## config.mk

```make
export PLATFORM = sky130hd
export DESIGN_NAME = median_filter_frame_ctrl_flat
export DESIGN_NICKNAME = d
export VERILOG_FILES = /design/src/rtl/median_filter_pkg.sv /design/src/rtl/pixel_valid_if.sv /design/src/rtl/median_filter_frame_ctrl.sv /design/src/flat_wrapper.sv
export SDC_FILE = /design/constraint.sdc
export NUM_CORES = 1
export LEC_CHECK = 0
export CAP_MARGIN = 20
export CORE_MARGIN = 1
export CORE_UTILIZATION = 36
export CTS_CLUSTER_SIZE = 12
export DETAILED_ROUTE_END_ITERATION = 16
export PLACE_DENSITY = 0.76
export SLEW_MARGIN = 20
export SYNTH_ARGS = -nofsm -noshare
export SYNTH_HDL_FRONTEND = slang
export SYNTH_SLANG_ARGS = --single-unit
```

## constraint.sdc

```tcl
create_clock -name clk -period 3.04 [get_ports clk]
set_clock_uncertainty 0.05 [all_clocks]
set_input_delay 0.608 -clock clk [delete_from_list [all_inputs] [get_ports clk]]
set_output_delay 0.608 -clock clk [all_outputs]
set_load 0.005 [all_outputs]
```

## src/rtl/median_filter_pkg.sv

```systemverilog
// Shared types for the median filter datapath and its frame controller.
// Pixels travel packed as {red, green, blue}, 8 bits per channel.
package median_filter_pkg;

    typedef struct packed {
        logic [7:0] red;
        logic [7:0] green;
        logic [7:0] blue;
    } pixel_t;

    typedef enum logic [1:0] {
        IDLE   = 2'd0,
        STREAM = 2'd1,
        DRAIN  = 2'd2
    } ctrl_state_t;

    function automatic pixel_t to_pixel(input logic [23:0] d);
        pixel_t p;
        p.red   = d[23:16];
        p.green = d[15:8];
        p.blue  = d[7:0];
        return p;
    endfunction

endpackage

```

## src/rtl/pixel_valid_if.sv

```systemverilog
// Pixel stream with a single valid qualifier; the consumer advances only on valid.
// There is no backpressure: a pixel is transferred in every cycle where valid is high.
interface pixel_valid_if;
    import median_filter_pkg::*;

    logic   valid;
    pixel_t pixel;

    modport master (output valid, output pixel);
    modport slave  (input  valid, input  pixel);
endinterface

```

## src/rtl/median_filter_frame_ctrl.sv

```systemverilog
// Streams one frame from the frame buffer into median_filter in raster order,
// counts the filter's outputs and reports completion, count mismatch or drain timeout.
module median_filter_frame_ctrl
    import median_filter_pkg::*;
#(
    parameter int IMAGE_LEN     = 1080,
    parameter int IMAGE_HEIGHT  = 720,
    parameter int DRAIN_TIMEOUT = 4096,
    parameter int PIXEL_W       = 24,
    localparam int AW           = $clog2(IMAGE_LEN * IMAGE_HEIGHT)
) (
    input  logic               clk,
    input  logic               rst_n,
    input  logic               start_i,
    input  logic               abort_i,
    input  logic               stall_i,
    output logic               mem_en_o,
    output logic [AW-1:0]      mem_addr_o,
    input  logic [PIXEL_W-1:0] mem_data_i,
    pixel_valid_if.master      pix_o,
    output logic               filt_start_o,
    input  logic               filt_valid_i,
    input  logic               filt_done_i,
    output logic               busy_o,
    output logic               frame_done_o,
    output logic               err_o,
    output logic [AW-1:0]      out_count_o,
    output ctrl_state_t        state_o
);

    localparam int            NPIX      = IMAGE_LEN * IMAGE_HEIGHT;
    localparam int            TW        = $clog2(DRAIN_TIMEOUT + 1);
    localparam logic [AW-1:0] LAST_ADDR = AW'(NPIX - 1);
    localparam logic [AW-1:0] EXP       = AW'((IMAGE_LEN - 1) * (IMAGE_HEIGHT - 1));
    localparam logic [TW-1:0] TMO_LAST  = TW'(DRAIN_TIMEOUT - 1);

    ctrl_state_t   r_state;
    ctrl_state_t   w_state_nxt;
    logic [AW-1:0] r_rd_addr;
    logic [AW-1:0] r_out_count;
    logic [AW-1:0] w_count_nxt;
    logic [TW-1:0] r_tmo;
    logic          r_pix_valid;
    logic          r_err;
    logic          r_frame_done;
    logic          r_filt_start;
    logic          w_busy;
    logic          w_accept;
    logic          w_mem_en;
    logic          w_overflow;
    logic          w_done_ok;
    logic          w_done_bad;
    logic          w_timeout;

    always_comb begin
        w_state_nxt = r_state;
        w_busy      = (r_state != IDLE);
        w_accept    = (r_state == IDLE) && start_i;
        w_mem_en    = (r_state == STREAM) && !stall_i && !abort_i;
        w_count_nxt = r_out_count;
        w_overflow  = 1'b0;
        w_done_ok   = 1'b0;
        w_done_bad  = 1'b0;
        w_timeout   = 1'b0;

        // Saturating output count; reaching past EXP flags an error but the frame continues.
        if (w_busy && filt_valid_i) begin
            if (r_out_count != '1) begin
                w_count_nxt = r_out_count + AW'(1);
            end
            w_overflow = (r_out_count >= EXP);
        end

        case (r_state)
            IDLE: begin
                if (start_i) begin
                    w_state_nxt = STREAM;
                end
            end
            STREAM: begin
                if (abort_i) begin
                    w_state_nxt = IDLE;
                end else if (w_mem_en && (r_rd_addr == LAST_ADDR)) begin
                    w_state_nxt = DRAIN;
                end
            end
            DRAIN: begin
                if (abort_i) begin
                    w_state_nxt = IDLE;
                end else if (filt_done_i) begin
                    w_state_nxt = IDLE;
                    w_done_ok   = (w_count_nxt == EXP);
                    w_done_bad  = (w_count_nxt != EXP);
                end else if (r_tmo == TMO_LAST) begin
                    w_state_nxt = IDLE;
                    w_timeout   = 1'b1;
                end
            end
            default: w_state_nxt = IDLE;
        endcase
    end

    always_ff @(posedge clk) begin
        if (!rst_n) begin
            r_state      <= IDLE;
            r_rd_addr    <= '0;
            r_out_count  <= '0;
            r_tmo        <= '0;
            r_pix_valid  <= 1'b0;
            r_err        <= 1'b0;
            r_frame_done <= 1'b0;
            r_filt_start <= 1'b0;
        end else begin
            r_state      <= w_state_nxt;
            r_filt_start <= w_accept;
            r_frame_done <= w_done_ok;
            r_pix_valid  <= w_mem_en;
            r_tmo        <= (r_state == DRAIN) ? r_tmo + TW'(1) : '0;
            if (w_accept) begin
                r_rd_addr   <= '0;
                r_out_count <= '0;
                r_err       <= 1'b0;
            end else begin
                if (w_mem_en) begin
                    r_rd_addr <= r_rd_addr + AW'(1);
                end
                r_out_count <= w_count_nxt;
                if (!abort_i && (w_overflow || w_done_bad || w_timeout)) begin
                    r_err <= 1'b1;
                end
            end
        end
    end

    // An abort also hides the valid of the read issued in the previous cycle.
    assign pix_o.valid  = r_pix_valid && !abort_i;
    assign pix_o.pixel  = to_pixel(mem_data_i);
    assign mem_en_o     = w_mem_en;
    assign mem_addr_o   = w_mem_en ? r_rd_addr : '0;
    assign filt_start_o = r_filt_start;
    assign busy_o       = w_busy;
    assign frame_done_o = r_frame_done;
    assign err_o        = r_err;
    assign out_count_o  = r_out_count;
    assign state_o      = r_state;

endmodule

```

## src/flat_wrapper.sv

```systemverilog
// flat-port wrapper written by rule: the top's interface ports become plain ports
module median_filter_frame_ctrl_flat import median_filter_pkg::*;
#(
    parameter int IMAGE_LEN     = 1080,
    parameter int IMAGE_HEIGHT  = 720,
    parameter int DRAIN_TIMEOUT = 4096,
    parameter int PIXEL_W       = 24,
    localparam int AW           = $clog2(IMAGE_LEN * IMAGE_HEIGHT)
)
  (clk, rst_n, start_i, abort_i, stall_i, mem_en_o, mem_addr_o, mem_data_i, filt_start_o, filt_valid_i, filt_done_i, busy_o, frame_done_o, err_o, out_count_o, state_o, pix_o_valid, pix_o_pixel);
  pixel_valid_if pix_o_i ();
  input  logic clk;
  input  logic rst_n;
  input  logic start_i;
  input  logic abort_i;
  input  logic stall_i;
  output logic mem_en_o;
  output logic [AW-1:0] mem_addr_o;
  input  logic [PIXEL_W-1:0] mem_data_i;
  output logic filt_start_o;
  input  logic filt_valid_i;
  input  logic filt_done_i;
  output logic busy_o;
  output logic frame_done_o;
  output logic err_o;
  output logic [AW-1:0] out_count_o;
  output ctrl_state_t state_o;
  output wire logic [$bits(pix_o_i.valid)-1:0] pix_o_valid;
  output wire logic [$bits(pix_o_i.pixel)-1:0] pix_o_pixel;
  assign pix_o_valid = pix_o_i.valid;
  assign pix_o_pixel = pix_o_i.pixel;
  median_filter_frame_ctrl #(.IMAGE_LEN(IMAGE_LEN), .IMAGE_HEIGHT(IMAGE_HEIGHT), .DRAIN_TIMEOUT(DRAIN_TIMEOUT), .PIXEL_W(PIXEL_W)) u_core (.clk(clk), .rst_n(rst_n), .start_i(start_i), .abort_i(abort_i), .stall_i(stall_i), .mem_en_o(mem_en_o), .mem_addr_o(mem_addr_o), .mem_data_i(mem_data_i), .pix_o(pix_o_i), .filt_start_o(filt_start_o), .filt_valid_i(filt_valid_i), .filt_done_i(filt_done_i), .busy_o(busy_o), .frame_done_o(frame_done_o), .err_o(err_o), .out_count_o(out_count_o), .state_o(state_o));
endmodule
```

# Yosys cells after proc, flatten, opt, wreduce, memory -nomap -nowiden
# Cells that the tools add are included.
[word_totals]
reg_bits = 59
in_bits = 31
out_inout_bits = 72
[op_classes]
add_sub_neg = 3
order_cmp = 1
eq_ne = 10
mux = 18
bitwise = 3
n_reduce_logical = 17
[op_table]
columns = ["operator", "n"]
rows = [
  ["$mux W20", 3],
  ["$add A20 B1 Y20 const B", 2],
  ["$eq A20 B20 Y1 const B", 2],
  ["$ne A20 B20 Y1 const B", 2],
  ["$ge A20 B20 Y1 const B", 1],
  ["$add A13 B1 Y13 const B", 1],
  ["$eq A13 B12 Y1 const B", 1],
  ["$mux W2", 6],
  ["$mux W1", 8],
  ["$logic_and A1 B1 Y1", 7],
  ["$pmux W2 S3", 1],
  ["$ne A4 B3 Y1 const B", 1],
  ["$reduce_or A4 Y1", 1],
  ["$ne A3 B3 Y1 const B", 1],
  ["$not A1 Y1", 3],
  ["$reduce_and A3 Y1", 1],
  ["$eq A2 B1 Y1 const B", 1],
  ["$eq A2 B2 Y1 const B", 1],
  ["$logic_not A1 Y1", 2],
  ["$logic_not A2 Y1", 1],
  ["$logic_or A1 B1 Y1", 2],
  ["$ne A2 B2 Y1 const B", 1],
  ["$reduce_and A2 Y1", 1],
  ["$reduce_bool A2 Y1", 1],
  ["$reduce_or A2 Y1", 1],
]

# Logic depth before layout (Yosys ltp)
# Gate-level depths: netlist of the first run.
[logic_depth]
ltp_word = 10
mapped_depth = 9
ltp_nobuf = 9

# Worst setup path before layout of the first run
# Ideal clock, no wire load.
[synth_path]
path_type = "register to register"
from = "register u_core.r_out_count[0], in the netlist u_core.out_count_o[0]"
to = "register u_core.r_err, in the netlist u_core.err_o"
arrival_ps = 2226
required_time_ps = 2864
slack_ps = 638
path_stages_with_launch = 9
n_path_buf = 0
synth_period_minus_slack_ps = 2402
path_cell_list = "dfxtp_1 ha_1 o2111ai_1 nor4_2 and4_1 a2bb2o_4 nor4_4 nand3_1 o2bb2ai_1"
[synth_via]
elab_chain_len = 10
word_cells_on_any_way = 13
[synth_rtl]
columns = ["element", "line", "source"]
rows = [
  ["start, declared", "median_filter_frame_ctrl.sv:40", "logic [AW-1:0] r_out_count;"],
  ["start signal, assigned", "median_filter_frame_ctrl.sv:127", "r_out_count <= w_count_nxt;"],
  ["$add A20 B1 Y20 / $ne A20 B20 Y1 (equally long branches)", "median_filter_frame_ctrl.sv:69, median_filter_frame_ctrl.sv:68", ""],
  ["$mux W20", "median_filter_frame_ctrl.sv:68", "if (r_out_count != '1) begin"],
  ["$mux W20", "median_filter_frame_ctrl.sv:67", "if (w_busy && filt_valid_i) begin"],
  ["$ne A20 B20 Y1", "median_filter_frame_ctrl.sv:93", "w_done_bad = (w_count_nxt != EXP);"],
  ["$mux W1", "median_filter_frame_ctrl.sv:90", "end else if (filt_done_i) begin"],
  ["$mux W1", "median_filter_frame_ctrl.sv:88", "if (abort_i) begin"],
  ["$mux W1", "median_filter_frame_ctrl.sv:74", "case (r_state)"],
  ["$logic_or A1 B1 Y1 (*) (2 in a row)", "median_filter_frame_ctrl.sv:128", "if (!abort_i && (w_overflow || w_done_bad || w_timeout)) begin"],
  ["$logic_and A1 B1 Y1 (*)", "median_filter_frame_ctrl.sv:128", ""],
  ["end signal, assigned", "median_filter_frame_ctrl.sv:110", "r_err <= 1'b0;"],
  ["end signal, assigned", "median_filter_frame_ctrl.sv:122", "r_err <= 1'b0;"],
  ["end signal, assigned", "median_filter_frame_ctrl.sv:129", "r_err <= 1'b1;"],
  ["end, declared", "median_filter_frame_ctrl.sv:44", "logic r_err;"],
]
# Every way passes the cells marked *; elsewhere a longest branch is shown, timed or not.
# A chain may end at the register's enable or synchronous reset.

# Worst setup path in the final report of the first run
[layout_path]
from = "input abort_i"
to = "output mem_addr_o[1]"
[layout_via]
elab_chain_len = 3
[layout_rtl]
columns = ["element", "line", "source"]
rows = [
  ["start, declared", "flat_wrapper.sv:15", "input logic abort_i;"],
  ["$logic_not A1 Y1", "median_filter_frame_ctrl.sv:59", "w_mem_en = (r_state == STREAM) && !stall_i && !abort_i;"],
  ["$logic_and A1 B1 Y1", "median_filter_frame_ctrl.sv:59", ""],
  ["$mux W20", "median_filter_frame_ctrl.sv:139", "assign mem_addr_o = w_mem_en ? r_rd_addr : '0;"],
  ["end, declared", "flat_wrapper.sv:18", "output logic [AW-1:0] mem_addr_o;"],
]
# Every way passes these cells.

==> impl_metrics.py, run 1 <==
metrics = {
    "floorplanning": {
        "ios": 103,
        "die_w_um": 98.7,
        "initial_core_util_pct": 37.9,
        "num_rows": 34,
        "die_area_mm2": 0.00974,
        "core_mm2": 0.00889,
        "die_y_um": 98.7,
    },
    "placed_design": {
        "io_buffers": 54,
        "placed_cells": 542,
        "place_congestion": 0.855,
        "hpwlAfterDp_mm": 5.79,
        "placed_area_mm2": 0.00388,
    },
    "global_route": {
        "grt_overflow": 0,
        "grt_max_degree": 42,
        "track_usage_pct": 16.6,
        "grt_first_pass_wirelength_mm": 13.0,
        "antenna_found_initial": 0,
        "grt_pass1_vias": 2800,
    },
    "worst_setup_path": {
        "critPathBufInv": 3,
        "worst-path-max-fanout": 12,
        "cp_data_required_time_ns": 2.38,
        "critical_path.cell_chain": "clkdlybuf4s50_1 -> nor4b_4 -> buf_4 -> and2_1 -> clkdlybuf4s50_1",
        "rr_startpoint": "u_core.out_count_o[3]$_SDFF_PP0_",
        "max_stage_delay_ns": 0.51,
        "ff2ff_setup_slack_ns": 0.48,
        "crit_family": "buffers and inverters",
        "setup.worst_path.class": "in2out",
        "endpoint_kind": "output port",
        "cp_data_arrival_time_ns": 2.31,
        "cp_common_cell": "clkdlybuf4s50_1",
        "rr_worst_depth": 7,
        "r2r-end": "u_core.err_o$_SDFFE_PP0P_",
        "crit_slowest_cell": "clkdlybuf4s50_1",
        "worstSetupStartpointType": "input pin",
    },
    "power": {
        "p_sw_mw": 0.348,
        "p_comb_share_pct": 3.6,
        "ir_worst_vdd_uv": 230,
        "switching_share_pct": 21.3,
        "power_density_mw_per_mm2": 397,
        "power.internal_mw": 1.29,
        "power_frac_clock_pct": 48.7,
        "p_leak_nw": 1.41,
        "seqPwrFrac_pct": 47.8,
    },
    "synthesis": {
        "syn_avg_cell_area_um2": 8.29,
        "yosysWarnings": 0,
        "syn_area_mm2": 0.00337,
        "syn-num-nets": 442,
        "synth_cells": 406,
        "ys_ff_latch": 59,
        "synth_flop_cell": "dfxtp_1",
        "synth_edf_count": 0,
        "yosys.cell_types.count": 61,
        "synth-seq-area-share_pct": 35.1,
        "async_reset_ff_share_pct": 0,
    },
    "clock_network": {
        "clkTransAtPathRegs_ns": 0.07,
        "clockBufferDepth": 2,
        "clk_latency_ns": 0.33,
        "h-tree-depth": 3,
        "cts_root_buf": "clkbuf_8",
        "cts-buffers-inserted": 9,
        "cts_setup_buffers": 0,
        "cts_tree": "built",
        "cts_sinks": 59,
    },
    "timing": {
        "max_freq_mhz": 337,
        "worstMarginPinSlew_ns": 0.613,
        "setup_viol": 0,
        "post-route-period-util_pct": 97.6,
        "hold_viol": 0,
        "relSlewSlack_pct": 59.0,
        "drv_slew": 0,
        "min_period_ns": 2.97,
    },
    "finish": {
        "diodes": 0,
        "final_cells": 558,
        "fin_nets": 481,
        "stdcell_area_mm2": 0.00411,
        "drive_gt1_share_pct": 10.4,
        "final_util_pct": 46.2,
        "syn_to_final_growth_pct": 22.1,
        "final_cell_mix": "dfxtp_1, nor2_1, clkdlybuf4s50_1",
        "mostFrequentLayoutCell": "dfxtp_1",
    },
    "detailed_routing": {
        "antenna_left": 0,
        "drt_first_pass_iters": 6,
        "viasPerCell": 5.28,
        "drt_iter0_drc": 144,
        "vias": 2944,
        "drc_errors": 0,
        "totalWireLength_mm": 7.87,
        "wl_per_cell_um": 14.1,
    },
    "run_status": {
        "status": "finished, final reports clean",
    },
    "min_path": {
        "holdPathStages": 1,
        "hold_class": "reg2reg",
        "hold_end": "u_core.r_tmo[0]$_SDFF_PN0_",
        "hold_start": "u_core.r_tmo[0]$_SDFF_PN0_",
    },
    "job": {
        "cap_violations": 0,
    },
}
[worst reg2reg max path: stages, from the launching register on]
cell and delay [ns]:
dfxtp_1 0.57, nand3_4 0.16, or4_4 0.59, or3_4 0.39, a2bb2o_4 0.23, nor4_4 0.20, nand3_1 0.10, o2bb2ai_1 0.14
[synthesized netlist by cell type, types with 3 or more instances]
cell type  count  area [um2]
dfxtp_1       59        1180
nor2_1        54         203
buf_4         26         195
nand3_1       25         125
and2_1        23         144
xor2_1        23         201
a21oi_1       19        95.1
nand2_1       19        71.3
xnor2_1       14         123
nand4_1       13        81.3
o21ai_0       13        65.1
inv_1         12        45.0
nor3_1        11        55.1
or3_1         10        62.6
and3_1         7        43.8
clkbuf_1       7        26.3
ha_1           5        62.6
buf_2          4        20.0
mux2i_1        4        40.0
nor4_1         4        25.0
and4_1         3        26.3
nor2b_1        3        18.8
nor4b_1        3        26.3
[per-layer routing]
layer  up-vias  global-route usage (%)  wire length [um]
met5         -                       0                 0
met4         0                    7.81               170
met3        20                    4.11               530
met2        91                    25.8              3530
met1      1375                    21.5              3640
li1       1458                       -                 -
[through the flow]
| step | setup TNS, ns | total power, mW | worst slack (ns) | hold WS, ns |
|---|---|---|---|---|
| after floorplan | 0 | 0.850 | 0.638 | 0.380 |
| after global placement | 0 | 0.853 | 0.0475 | 0.392 |
| after detailed placement | 0 | 0.854 | 0.0555 | 0.408 |
| after CTS | 0 | 1.65 | 0.0469 | 0.423 |
| after global routing | -0.114 | 1.69 | -0.0264 | 0.459 |
| final | 0 | 1.63 | 0.0736 | 0.433 |
[cells by family (layout without fill, tap and decap cells)]
group                    count (synthesis)  after routing  synth area share, %
AND/OR/NAND/NOR                        193            193                 32.0
flip-flops                              59             59                 35.1
AO/OA/AOI/OAI                           54             54                 10.5
buffers and inverters                   54             98                 9.81
XOR/XNOR                                37             37                 9.62
adder cells (fa/ha/maj)                  5              5                 1.86
multiplexers                             4              4                 1.19
[sequential cells by signal, indices dropped and copies added (netlist names)]
signal	cells
u_core.out_count_o	20
u_core.r_rd_addr	20
u_core.r_tmo	13
u_core.state_o	2
u_core.err_o	1
u_core.filt_start_o	1
u_core.frame_done_o	1
u_core.r_pix_valid	1
[repair_timing]
action                                  CTS  global route
hold buffers                              0             0
hold endpoints to repair                  0             0
endpoints found under the setup margin    0            14
gates resized for setup                   0             1
[power groups by stage]
stage / clock network [mW] / registers (mW) / logic, mW
global placement: 0 / 0.797 / 0.0558
floorplan: 0 / 0.795 / 0.0545
finish: 0.795 / 0.780 / 0.0583
CTS: 0.812 / 0.780 / 0.0572
detailed placement: 0 / 0.797 / 0.0569
global route: 0.843 / 0.780 / 0.0630
[how the worst max path moves through the flow]
stage                                                 from                        endpoint  slack, ns  depth (start not counted)
after detailed placement                           abort_i  u_core.state_o[0]$_SDFFE_PN0P_       0.06                          9
final                                              abort_i                   mem_addr_o[1]       0.07                          5
after global routing                               abort_i                   mem_addr_o[1]      -0.03                          5
after CTS                                          abort_i                   mem_addr_o[1]       0.05                          5
after global placement                             abort_i                   mem_addr_o[1]       0.05                          5
after floorplan           u_core.out_count_o[0]$_SDFF_PP0_       u_core.err_o$_SDFFE_PP0P_       0.64                          8
[area by class of cell]
cell class	count	area [um2]
clock inverter	4	73.8
multi-input combinational	293	1870
sequential	59	1180
fill	843	4780
timing repair buffer	70	661
clock buffer	12	145
tap	108	135
inverter	12	45.0
(Power assumes the default switching activity.)
==> run 2, diff against run 1 <==
CORE_UTILIZATION = 42   (was 36)
PLACE_DENSITY = 0.85   (was 0.76)
==> run 2 against run 1 <==
Sequential power is essentially flat. Worst setup slack gained 0.033 ns. Critical endpoint unchanged. Via count grew 1.3%. Hold slack lost 0.013 ns. Maximum frequency grew 1.1%. Largest cell class unchanged. Final cell count shrank 1.8%. Sequential cell count is the same.
==> impl_metrics.py, run 2 (synthesis gave the netlist of run 1 again) <==
metrics = {
    "global_route": {
        "track_usage_pct": 19.3,
        "antenna_found_initial": 0,
        "grt_first_pass_wirelength_mm": 13.0,
        "grt_pass1_vias": 2835,
        "grt_overflow": 0,
        "grt_max_degree": 24,
    },
    "timing": {
        "setup_viol": 0,
        "relSlewSlack_pct": 60.1,
        "hold_slack_ns": 0.420,
        "min_period_ns": 2.93,
        "fin_ws_ns": 0.107,
        "setup_tns_ns": 0,
        "drv_slew": 0,
        "worstMarginPinSlew_ns": 0.597,
        "max_freq_mhz": 341,
        "post-route-period-util_pct": 96.5,
        "hold_viol": 0,
    },
    "clock_network": {
        "cts_setup_buffers": 0,
        "clkTransAtPathRegs_ns": 0.07,
        "cts_tree": "built",
        "h-tree-depth": 3,
        "clk_latency_ns": 0.34,
        "cts_sinks": 59,
        "cts_root_buf": "clkbuf_8",
        "cts-buffers-inserted": 9,
        "clockBufferDepth": 2,
    },
    "placed_design": {
        "hpwlAfterDp_mm": 5.56,
        "place_congestion": 0.925,
        "io_buffers": 54,
        "dp_slack_ns": 0.0997,
    },
    "power": {
        "ir_worst_vdd_uv": 205,
        "p_leak_nw": 1.37,
        "power_density_mw_per_mm2": 382,
    },
    "floorplanning": {
        "num_rows": 32,
        "die_y_um": 91.5,
        "ios": 103,
        "initial_core_util_pct": 43.6,
        "die_w_um": 91.5,
        "core_mm2": 0.00773,
        "die_area_mm2": 0.00838,
    },
    "finish": {
        "syn_to_final_growth_pct": 20.1,
        "fin_nets": 477,
        "drive_gt1_share_pct": 9.87,
        "final_util_pct": 52.3,
        "diodes": 0,
        "final_cell_mix": "dfxtp_1, nor2_1, clkdlybuf4s50_1",
        "mostFrequentLayoutCell": "dfxtp_1",
    },
    "worst_setup_path": {
        "crit_family": "buffers and inverters",
        "critPathBufInv": 3,
        "cp_data_arrival_time_ns": 2.27,
        "worst-path-max-fanout": 23,
        "max_stage_delay_ns": 0.51,
        "cp_common_cell": "clkdlybuf4s50_1",
        "cp_data_required_time_ns": 2.38,
        "critical_path.cell_chain": "clkdlybuf4s50_1 -> nor4b_2 -> buf_6 -> and2_1 -> clkdlybuf4s50_1",
        "setup.worst_path.class": "in2out",
        "worstSetupStartpointType": "input pin",
        "crit_slowest_cell": "clkdlybuf4s50_1",
        "endpoint_kind": "output port",
    },
    "detailed_routing": {
        "antenna_left": 0,
        "drt_first_pass_iters": 5,
        "drt_iter0_drc": 171,
        "drc_errors": 0,
        "vias": 2982,
        "viasPerCell": 5.44,
        "wl_per_cell_um": 14.0,
        "totalWireLength_mm": 7.68,
    },
    "run_status": {
        "status": "finished, final reports clean",
    },
    "min_path": {
        "hold_class": "reg2reg",
    },
    "job": {
        "cap_violations": 0,
    },
}
[run 2: layout make-up]
class	count	area, um2
sequential	59	1180
clock buffer	11	141
fill	688	3680
tap	102	128
inverter	12	45.0
multi-input combinational	293	1860
clock inverter	5	52.6
timing repair buffer	66	634
[run 2: metrics by stage]
stage	std cells	area (um2)	power, mW
floorplan	406	3370	0.850
global placement	532	3850	0.853
detailed placement	532	3850	0.854
CTS	548	4040	1.56
global route	548	4040	1.61
finish	548	4040	1.55
[run 2: per-layer routing]
metal  global-route usage (%)  share of wire (%)  vias up
li1                         -                  -     1456
met1                     23.5                 44     1407
met2                     31.1                 46       93
met3                     7.04                7.9       26
met4                     6.88                1.9        0
met5                        0                  0        -
[run 2: worst reg2reg max path: stages, from the launching register on]
cell	delay, ns
dfxtp_1	0.46
ha_1	0.31
o2111ai_1	0.26
nor4_2	0.34
and4_1	0.30
a2bb2o_4	0.24
nor4_4	0.20
nand3_1	0.10
o2bb2ai_1	0.14
[run 2: path summary, 6_finish.rpt]
| path | endpoint | slack [ns] | from | depth (start not counted) |
|---|---|---|---|---|
| worst min register to register | u_core.r_tmo[0]$_SDFF_PN0_ | 0.42 | u_core.r_tmo[0]$_SDFF_PN0_ | 1 |
| worst min-delay path | u_core.r_tmo[0]$_SDFF_PN0_ | 0.42 | u_core.r_tmo[0]$_SDFF_PN0_ | 1 |
| worst max-delay path | mem_addr_o[1] | 0.11 | abort_i | 5 |
| worst max register to register | u_core.err_o$_SDFFE_PP0P_ | 0.50 | u_core.out_count_o[0]$_SDFF_PP0_ | 8 |
[run 2: power by group]
part	switching, mW	total, mW	internal, mW
Combinational	0.0305	0.0563	0.0258
Sequential	0.00468	0.780	0.776
Clock	0.313	0.709	0.396
[run 2: timing repair]
item                                    4_1_cts  5_1_grt
gates resized for setup                       0        1
endpoints found under the setup margin        0        1
hold buffers                                  0        0
==> run 3, diff against run 2 <==
DONT_BUFFER_PORTS = 1   (was not set)
PLACE_DENSITY = 0.68   (was 0.85)
==> run 3 against run 2 <==
Wire length down 3.2%. Highest routed layer unchanged. Final cell count down 11%. Hold slack worse by 0.14 ns. Critical path depth down 2. Via count down 7.5%. Register-to-register slack worse by 0.02 ns. Largest cell class unchanged. Critical path type is now reg2out. Worst setup slack better by 0.26 ns. Critical endpoint unchanged. Largest power group is now clock. Total power up 3.9%.
==> impl_metrics.py, run 3 (synthesis gave the netlist of run 1 again) <==
metrics = {
    "run_status": {
        "status": "finished, final reports clean",
    },
    "global_route": {
        "grt_overflow": 0,
        "grt_first_pass_wirelength_mm": 12.8,
        "antenna_found_initial": 0,
        "grt_pass1_vias": 2605,
        "grt_max_degree": 29,
        "track_usage_pct": 19.2,
    },
    "finish": {
        "final_cells": 488,
        "fin_nets": 418,
        "final_cell_mix": "dfxtp_1, nor2_1, nand3_1",
        "syn_to_final_growth_pct": 3.46,
        "drive_gt1_share_pct": 10.1,
        "mostFrequentLayoutCell": "dfxtp_1",
        "diodes": 0,
    },
    "clock_network": {
        "clk_latency_ns": 0.34,
        "cts_resized": 0,
        "cts_root_buf": "clkbuf_8",
        "cts_sinks": 59,
        "cts_setup_buffers": 0,
        "cts_tree": "built",
        "clockBufferDepth": 2,
        "h-tree-depth": 3,
        "clkTransAtPathRegs_ns": 0.07,
        "cts-buffers-inserted": 9,
        "cts_hold_buf": 0,
    },
    "detailed_routing": {
        "drc_errors": 0,
        "wl_per_cell_um": 15.2,
        "totalWireLength_mm": 7.43,
        "drt_first_pass_iters": 4,
        "vias": 2758,
        "viasPerCell": 5.65,
        "drt_iter0_drc": 135,
        "antenna_left": 0,
    },
    "worst_setup_path": {
        "r2r-end": "u_core.err_o$_SDFFE_PP0P_",
        "rr_startpoint": "u_core.out_count_o[3]$_SDFF_PP0_",
        "ff2ff_setup_slack_ns": 0.48,
        "rr_worst_depth": 7,
        "setup.worst_path.class": "reg2out",
        "worst-path-max-fanout": 22,
        "endpoint_kind": "output port",
        "cp_data_required_time_ns": 2.38,
        "cp_data_arrival_time_ns": 2.02,
        "worstSetupStartpointType": "flop",
    },
    "power": {
        "power.internal_mw": 1.26,
        "ir_worst_vdd_uv": 186,
        "power_density_mw_per_mm2": 461,
        "power_frac_clock_pct": 49.3,
        "p_sw_mw": 0.345,
        "seqPwrFrac_pct": 48.6,
        "p_leak_nw": 1.17,
        "p_comb_share_pct": 2.1,
        "switching_share_pct": 21.5,
    },
    "timing": {
        "relSlewSlack_pct": 59.6,
        "post-route-period-util_pct": 88.0,
        "grt_setup_unrepaired": "no",
        "hold_viol": 0,
        "drv_slew": 0,
        "worstMarginPinSlew_ns": 0.604,
        "max_freq_mhz": 374,
        "min_period_ns": 2.67,
        "setup_tns_ns": 0,
        "setup_viol": 0,
    },
    "placed_design": {
        "io_buffers": 0,
        "placed_cells": 473,
        "place_congestion": 0.856,
        "hpwlAfterDp_mm": 5.42,
    },
    "floorplanning": {
        "die_y_um": 91.5,
        "initial_core_util_pct": 43.6,
        "core_mm2": 0.00773,
        "die_area_mm2": 0.00838,
        "num_rows": 32,
        "die_w_um": 91.5,
        "ios": 103,
    },
    "min_path": {
        "hold_end": "u_core.frame_done_o$_SDFF_PP0_",
        "hold_class": "in2reg",
        "holdPathStages": 1,
        "hold_start": "abort_i",
    },
    "job": {
        "cap_violations": 0,
    },
}
run 3: cell type report:
cell class                      instances  area [um2]
Fill cell                             759        4240
Multi-Input combinational cell        293        1860
Sequential cell                        59        1180
Clock buffer                           10         138
Tap cell                              102         128
Clock inverter                          5        77.6
Timing Repair Buffer                    7        52.6
Inverter                               12        45.0
run 3: worst max-delay path by stage:
stage | startpoint | endpoint | slack [ns] | depth (start not counted)
floorplan | u_core.out_count_o[0]$_SDFF_PP0_ | u_core.err_o$_SDFFE_PP0P_ | 0.64 | 8
global placement | u_core.out_count_o[3]$_SDFF_PP0_ | u_core.err_o$_SDFFE_PP0P_ | 0.55 | 7
detailed placement | u_core.out_count_o[3]$_SDFF_PP0_ | u_core.err_o$_SDFFE_PP0P_ | 0.48 | 7
CTS | u_core.state_o[0]$_SDFFE_PN0P_ | mem_addr_o[1] | 0.31 | 3
global route | u_core.state_o[0]$_SDFFE_PN0P_ | mem_addr_o[1] | 0.14 | 3
finish | u_core.state_o[0]$_SDFFE_PN0P_ | mem_addr_o[1] | 0.37 | 3
run 3: power by group through the flow:
stage | combinational [mW] | sequential (mW) | clock, mW
after floorplan | 0.0545 | 0.795 | 0
after CTS | 0.0343 | 0.781 | 0.800
after detailed placement | 0.0342 | 0.798 | 0
after global placement | 0.0336 | 0.798 | 0
final | 0.0336 | 0.781 | 0.792
after global routing | 0.0380 | 0.781 | 0.838
run 3: layer usage:
metal  up-vias  part of all wire [%]  track usage [%]
met1      1294                    44             23.3
met5         -                     0                0
met2       101                    45             29.7
li1       1337                     -                -
met3        26                   9.0             7.79
met4         0                   2.4             8.20
run 3: critical path, cell delays in order (launching register included):
cell and delay, ns:
dfxtp_1 0.56, nor4b_2 0.57, buf_4 0.33, and2_1 0.20
run 3: metrics by stage:
step / utilization, % / setup WS, ns / power [mW] / cell area [um2] / hold WS, ns
after floorplan: - / 0.638 / 0.850 / 3370 / 0.380
after global placement: 42.3 / 0.546 / 0.832 / 3270 / 0.391
after detailed placement: 42.3 / 0.482 / 0.833 / 3270 / 0.401
after CTS: 45.1 / 0.309 / 1.61 / 3480 / 0.273
after global routing: 45.1 / 0.139 / 1.66 / 3480 / 0.265
final: 45.1 / 0.366 / 1.61 / 3480 / 0.283
